[src/rtl/demux_1x8_tdm.sv]
// demux_1x8_tdm: time-division demultiplexer, receive side of an N:1 serializer.
// Serial bits arrive one per accepted cycle. A slot counter steers each bit into
// assembly position `slot`. When slot N-1 is filled, the word is presented on a
// valid/ready output.
//
// Ports:
//   clk, rst      rising-edge clock, asynchronous active-high reset
//   din           serial data bit
//   din_valid     din is accepted on this rising edge
//   frame_start   qualified by din_valid; forces the current bit into slot 0
//   dout          assembled word; bit k = bit received in slot k
//   dout_valid    dout holds an unconsumed word
//   dout_ready    consumer takes dout when dout_valid && dout_ready
//   slot          slot the next accepted bit will be written to
//   overrun       one-cycle pulse when an unconsumed word was overwritten

// One assembly bit, loaded when its slot is addressed.
module demux_1x8_tdm_cell (
  input  logic clk,
  input  logic rst,
  input  logic we,
  input  logic d,
  output logic q
);
  always_ff @(posedge clk or posedge rst) begin
    if (rst)     q <= 1'b0;
    else if (we) q <= d;
  end
endmodule

module demux_1x8_tdm #(
  parameter int N     = 8,
  parameter int SEL_W = 3
) (
  input  logic             clk,
  input  logic             rst,
  input  logic             din,
  input  logic             din_valid,
  input  logic             frame_start,
  output logic [N-1:0]     dout,
  output logic             dout_valid,
  input  logic             dout_ready,
  output logic [SEL_W-1:0] slot,
  output logic             overrun
);

  // Only slots 0..N-2 need storage: the last bit of a word goes straight
  // from din into dout on the completing edge.
  logic [N-2:0]     asm_q;
  logic [N-2:0]     we;
  logic [SEL_W-1:0] wr_idx;
  logic             complete;

  assign wr_idx   = frame_start ? '0 : slot;
  assign complete = din_valid && !frame_start && (slot == SEL_W'(N-1));

  generate
    for (genvar g = 0; g < N-1; g++) begin : g_slot
      assign we[g] = din_valid && (wr_idx == SEL_W'(g));
      demux_1x8_tdm_cell u_cell (
        .clk (clk),
        .rst (rst),
        .we  (we[g]),
        .d   (din),
        .q   (asm_q[g])
      );
    end
  endgenerate

  // N is a power of two, so slot+1 wraps N-1 -> 0 on its own with no dead cycle.
  always_ff @(posedge clk or posedge rst) begin
    if (rst)
      slot <= '0;
    else if (din_valid)
      slot <= frame_start ? SEL_W'(1) : slot + SEL_W'(1);
  end

  always_ff @(posedge clk or posedge rst) begin
    if (rst) begin
      dout       <= '0;
      dout_valid <= 1'b0;
      overrun    <= 1'b0;
    end else begin
      // Completing into a word nobody has taken yet is the only overrun case;
      // a same-edge handshake counts as consumed.
      overrun <= complete && dout_valid && !dout_ready;
      if (complete) begin
        dout       <= {din, asm_q};
        dout_valid <= 1'b1;
      end else if (dout_valid && dout_ready) begin
        dout_valid <= 1'b0;
      end
    end
  end

endmodule

[config.mk]
export PLATFORM = sky130hd
export DESIGN_NAME = demux_1x8_tdm
export DESIGN_NICKNAME = d
export VERILOG_FILES = /design/src/rtl/demux_1x8_tdm.sv
export SDC_FILE = /design/constraint.sdc
export NUM_CORES = 1
export LEC_CHECK = 0
export ABC_AREA = 1
export CAP_MARGIN = 20
export CORE_ASPECT_RATIO = 1.25
export CORE_MARGIN = 1
export CORE_UTILIZATION = 30
export CTS_CLUSTER_DIAMETER = 200
export DETAILED_ROUTE_END_ITERATION = 10
export PLACE_DENSITY_LB_ADDON = 0.3
export SYNTH_ARGS = -nofsm -noshare
export SYNTH_HDL_FRONTEND = slang
export SYNTH_SLANG_ARGS = --single-unit
[constraint.sdc]
create_clock -name clk -period 1.35 [get_ports clk]
set_input_delay 0.27 -clock clk [delete_from_list [all_inputs] [get_ports clk]]
set_output_delay 0.27 -clock clk [all_outputs]
set_load 0.005 [all_outputs]
## Yosys cells after proc, flatten, opt, wreduce, memory -nomap -nowiden

Cells that the tools add are included.

| operators by class | value |
|---|---|
| muxes and demuxes | 4 |
| equality and inequality tests | 7 |
| add/subtract/negate cells | 1 |
| reduce and logical (&&, ||, !) cells | 16 |

Operators with widths:

| operator | count |
|---|---|
| $eq A3 B3 Y1 const B | 4 |
| $logic_and A1 B1 Y1 | 12 |
| $eq A3 B2 Y1 const B | 2 |
| $mux W3 | 2 |
| $add A3 B1 Y3 const B | 1 |
| $eq A3 B1 Y1 const B | 1 |
| $logic_not A3 Y1 | 1 |
| $logic_not A1 Y1 | 2 |
| $mux W1 | 2 |
| $reduce_bool A2 Y1 | 1 |

| storage, ports and cells | value |
|---|---|
| flip-flop bits (word level) | 20 |
| input bits | 6 |
| output and inout bits | 13 |

## Logic depth before layout (Yosys ltp)

| depth | value |
|---|---|
| depth after elaboration | 5 |
| mapped depth | 6 |
| depth with buffers taken out | 6 |

## Hierarchy

A second synthesis with hierarchy kept.

| second synthesis, totals | value |
|---|---|
| cells, all modules | 119 |
| area total of the unflattened synthesis | 977.2 um^2 |

Modules (own cells, without submodules):

| module | cells each | times used | area each (um^2) |
|---|---|---|---|
| demux_1x8_tdm | 77 | 1 | 670.6 |
| demux_1x8_tdm_cell | 6 | 7 | 43.8 |

## Worst setup path before layout

OpenSTA, ideal clock, no wires.

| timing | value |
|---|---|
| path kind | register -> register |
| start point | register slot[0] |
| end point | register dout_valid |
| data arrival time | 1.209 ns |
| data required time | 1.221 ns |
| clock period less this slack | 1.338 ns |
| setup time | 0.129 ns |
| path buffers | 1 |
| stages on the path, launching flop included | 6 |
| slack | 0.012 ns |
| path through | dfrtp_1 -> ha_1 -> ha_1 -> nand3_4 -> buf_6 -> o21ai_0 |

| between the ends | value |
|---|---|
| longest elaborated chain between the ends | 3 |
| elaborated cells on any way between the ends | 4 |

Ends and longest elaborated chain:

| what | line | text |
|---|---|---|
| start, declared | 43 | `output logic [SEL_W-1:0] slot,` |
| start signal, assigned | 75 | `slot <= frame_start ? SEL_W'(1) : slot + SEL_W'(1);` |
| $eq A3 B3 Y1 * | 55 | `assign complete = din_valid && !frame_start && (slot == SEL_W'(N-1));` |
| $logic_and A1 B1 Y1 * | 55 |  |
| $mux W1 or $reduce_bool A2 Y1 (tied branches) | n/a |  |
| end signal, assigned | 81 | `dout_valid <= 1'b0;` |
| end signal, assigned | 89 | `dout_valid <= 1'b1;` |
| end signal, assigned | 91 | `dout_valid <= 1'b0;` |
| end, declared | 41 | `output logic dout_valid,` |

Mark *: on every way between the ends. The rest lies on a longest branch, timed or not.
A chain may end at the register's enable or synchronous reset.

## Final worst setup path

| timing | value |
|---|---|
| start point | register slot[0] |
| end point | register dout[3] |

| between the ends | value |
|---|---|
| longest elaborated chain between the ends | 2 |

Ends and longest elaborated chain:

| what | line | text |
|---|---|---|
| $eq A3 B3 Y1 | 55 |  |
| $logic_and A1 B1 Y1 | 55 |  |
| end signal, assigned | 88 | `dout <= {din, asm_q};` |
| end, declared | 40 | `output logic [N-1:0] dout,` |

No other way between the ends.

==> flow_summary.json <==
{
  "antenna_found_initial": 0,
  "fin_crit_sh_pct": 95.5,
  "ios": 19,
  "p_leak_uw": 0.000672,
  "slew_violations": 0,
  "hp-class": "in -> async",
  "diodes": 0,
  "via_count": 771,
  "die_w_um": 51.9,
  "regArea_sq_um": 500,
  "vdd_drop_max_v": 0.000652,
  "first_global_vias": 713,
  "setup_tns_ns": 0,
  "ys_top_cells_by_area": "dfrtp_1, nand2_1, o21ai_2",
  "die-area_sq_um": 3340,
  "yosysTopAreaCell": "dfrtp_1",
  "grt_max_degree": 21,
  "grt.total_usage_pct": 12.9,
  "slew_headroom_pct": 71.6,
  "die_h_um": 64.4,
  "num_rows": 22,
  "avgSynthCellArea_sq_um": 9.25,
  "fill_cells": 306,
  "maxCapViolCount": 0,
  "instances_no_fill": 173,
  "power_density_nw_per_um2": 1170,
  "multi_input_area_sq_um": 397,
  "crit_type": "reg -> reg",
  "post-place-ws_ns": -0.117,
  "hold_viol": 0,
  "rsz0062_at_grt": "yes",
  "status": "finished clean",
  "wl_per_cell_um": 10.4,
  "drt_wl_total_um": 1790,
  "clkTransAtPathRegs_ns": 0.11,
  "vias_per_cell": 4.46,
  "final_cell_mix": "nand2_1, dfrtp_1, buf_4",
  "floorplan.initialDensity_pct": 31.7,
  "fin_nets": 147,
  "htreeDepth": 1,
  "synth_nets": 109,
  "final_util_pct": 44.3,
  "cp-end-kind": "flip-flop",
  "cts-root-buf": "clkbuf_4",
  "yosysSeqAreaShare_pct": 53.5,
  "dpl.hpwl_um": 1130,
  "cp_max_fo": 9,
  "netlist.area_leader.share_pct": 53.5,
  "drtAntennaViolNets": 0,
  "clk_latency_ns": 0.30,
  "grt_pass1_wl_um": 3100,
  "synthToLayoutAreaGrowth_pct": 39.5,
  "cp-start-kind": "flip-flop",
  "cp.required_ns": 1.58,
  "cp.arrival_ns": 1.52,
  "synth_cell_types": 19,
  "ys_seq_elements": 20,
  "drc": 0,
  "mostFrequentLayoutCell": "nand2_1",
  "max_freq_ghz": 0.775,
  "worst_pin_slew_ns": 0.425,
  "netlist_instances": 101,
  "core_region_area_sq_um": 2950,
  "syn_area_sq_um": 935,
  "fin_worst_skew_ns": 0.00754,
  "drt_pass1_iterations": 4,
  "ys.warnings.count": 0,
  "gp_congestion": 0.747,
  "cts_sinks": 20,
  "port_buffers": 18,
  "hold_ws_ns": 0.278,
  "cts_tree": "built",
  "setup_viol": 0,
  "grt_overflow_total": 0,
  "worst_slack_ns": 0.0602,
  "clockBufferDepth": 2,
  "drive_above_1_share_pct": 27.0,
  "place_inst": 159,
  "fin_crit_ns": 1.29,
  "drtIter0Drc": 11,
  "cts_buffers": 3
}
[metrics by stage]
| stage | area, sq um | power [uW] |
|---|---|---|
| after floorplan | 935 | 1030 |
| after global placement | 1190 | 1220 |
| after detailed placement | 1190 | 1230 |
| after CTS | 1280 | 1540 |
| after global routing | 1300 | 1650 |
| final | 1300 | 1530 |
[worst max-delay path, stage by stage (launching register included)]
cell	delay (ns)
dfrtp_1	0.40
buf_4	0.15
ha_1	0.23
ha_4	0.20
nand3_4	0.11
nand2_1	0.08
o21ai_2	0.05
[report_power, final]
part / internal, uW / total, uW / switching, uW
registers: 723 / 784 / 61.4
clock network: 104 / 276 / 172
logic: 241 / 469 / 228
total: 1070 / 1530 / 461
[state kept, by name, summed over array words and instances (netlist names)]
name,cells
dout,8
g_slot.u_cell.q,7
dout_valid,1
overrun,1
slot,3
[worst paths after layout]
kind	depth (start not counted)	start	to	slack [ns]
max reg2reg	6	slot[0]$_DFFE_PP0P_	dout[3]$_DFFE_PP0P_	0.06
max in group asynchronous	3	rst	g_slot[0].u_cell.q$_DFFE_PP0P_	0.86
min reg2reg	2	g_slot[0].u_cell.q$_DFFE_PP0P_	g_slot[0].u_cell.q$_DFFE_PP0P_	0.48
min	3	rst	dout[2]$_DFFE_PP0P_	0.28
min in group clk	2	g_slot[0].u_cell.q$_DFFE_PP0P_	g_slot[0].u_cell.q$_DFFE_PP0P_	0.48
max	6	slot[0]$_DFFE_PP0P_	dout[3]$_DFFE_PP0P_	0.06
[cells in the mapped netlist]
library cell  count
clkbuf_1          1
ha_1              2
o21ai_2           8
inv_2             1
inv_1            12
nor2_1            1
buf_6             1
nand3_1          10
nor3_2            1
nor2_2            2
o21ai_1           1
dfrtp_1          20
buf_4             1
a21oi_4           1
nand3_4           1
inv_4             1
nand2_1          33
o21a_1            1
o21ai_0           3
[per-layer routing]
layer  part of all wire [%]  track usage [%]
met1                     42             14.3
met2                     52             21.6
met3                    3.3             2.14
met4                    2.8             9.12
met5                      0                0
[final cells by class]
| cell class | instances | area share [%] |
|---|---|---|
| Sequential cell | 20 | 38.4 |
| Multi-Input combinational cell | 66 | 30.4 |
| Timing Repair Buffer | 34 | 21.8 |
| Inverter | 14 | 4.22 |
| Tap cell | 36 | 3.45 |
| Clock buffer | 3 | 1.73 |
[timing repair]
item,4_1_cts,5_1_grt
endpoints found under the setup margin,17,11
cloned,1,1
pin swaps,1,0
setup buffers,9,0
hold endpoints to repair,0,0
hold buffers,0,0
gates resized for setup,15,2
[cell families after synthesis]
group / count (synthesis) / synth area share, %
fa+ha+maj: 2 / 2.68
simple gates: 48 / 23.3
flops: 20 / 53.5
buf+inv: 17 / 8.30
compound gates: 14 / 12.2
No activity file was read; power rests on OpenSTA's default activity.
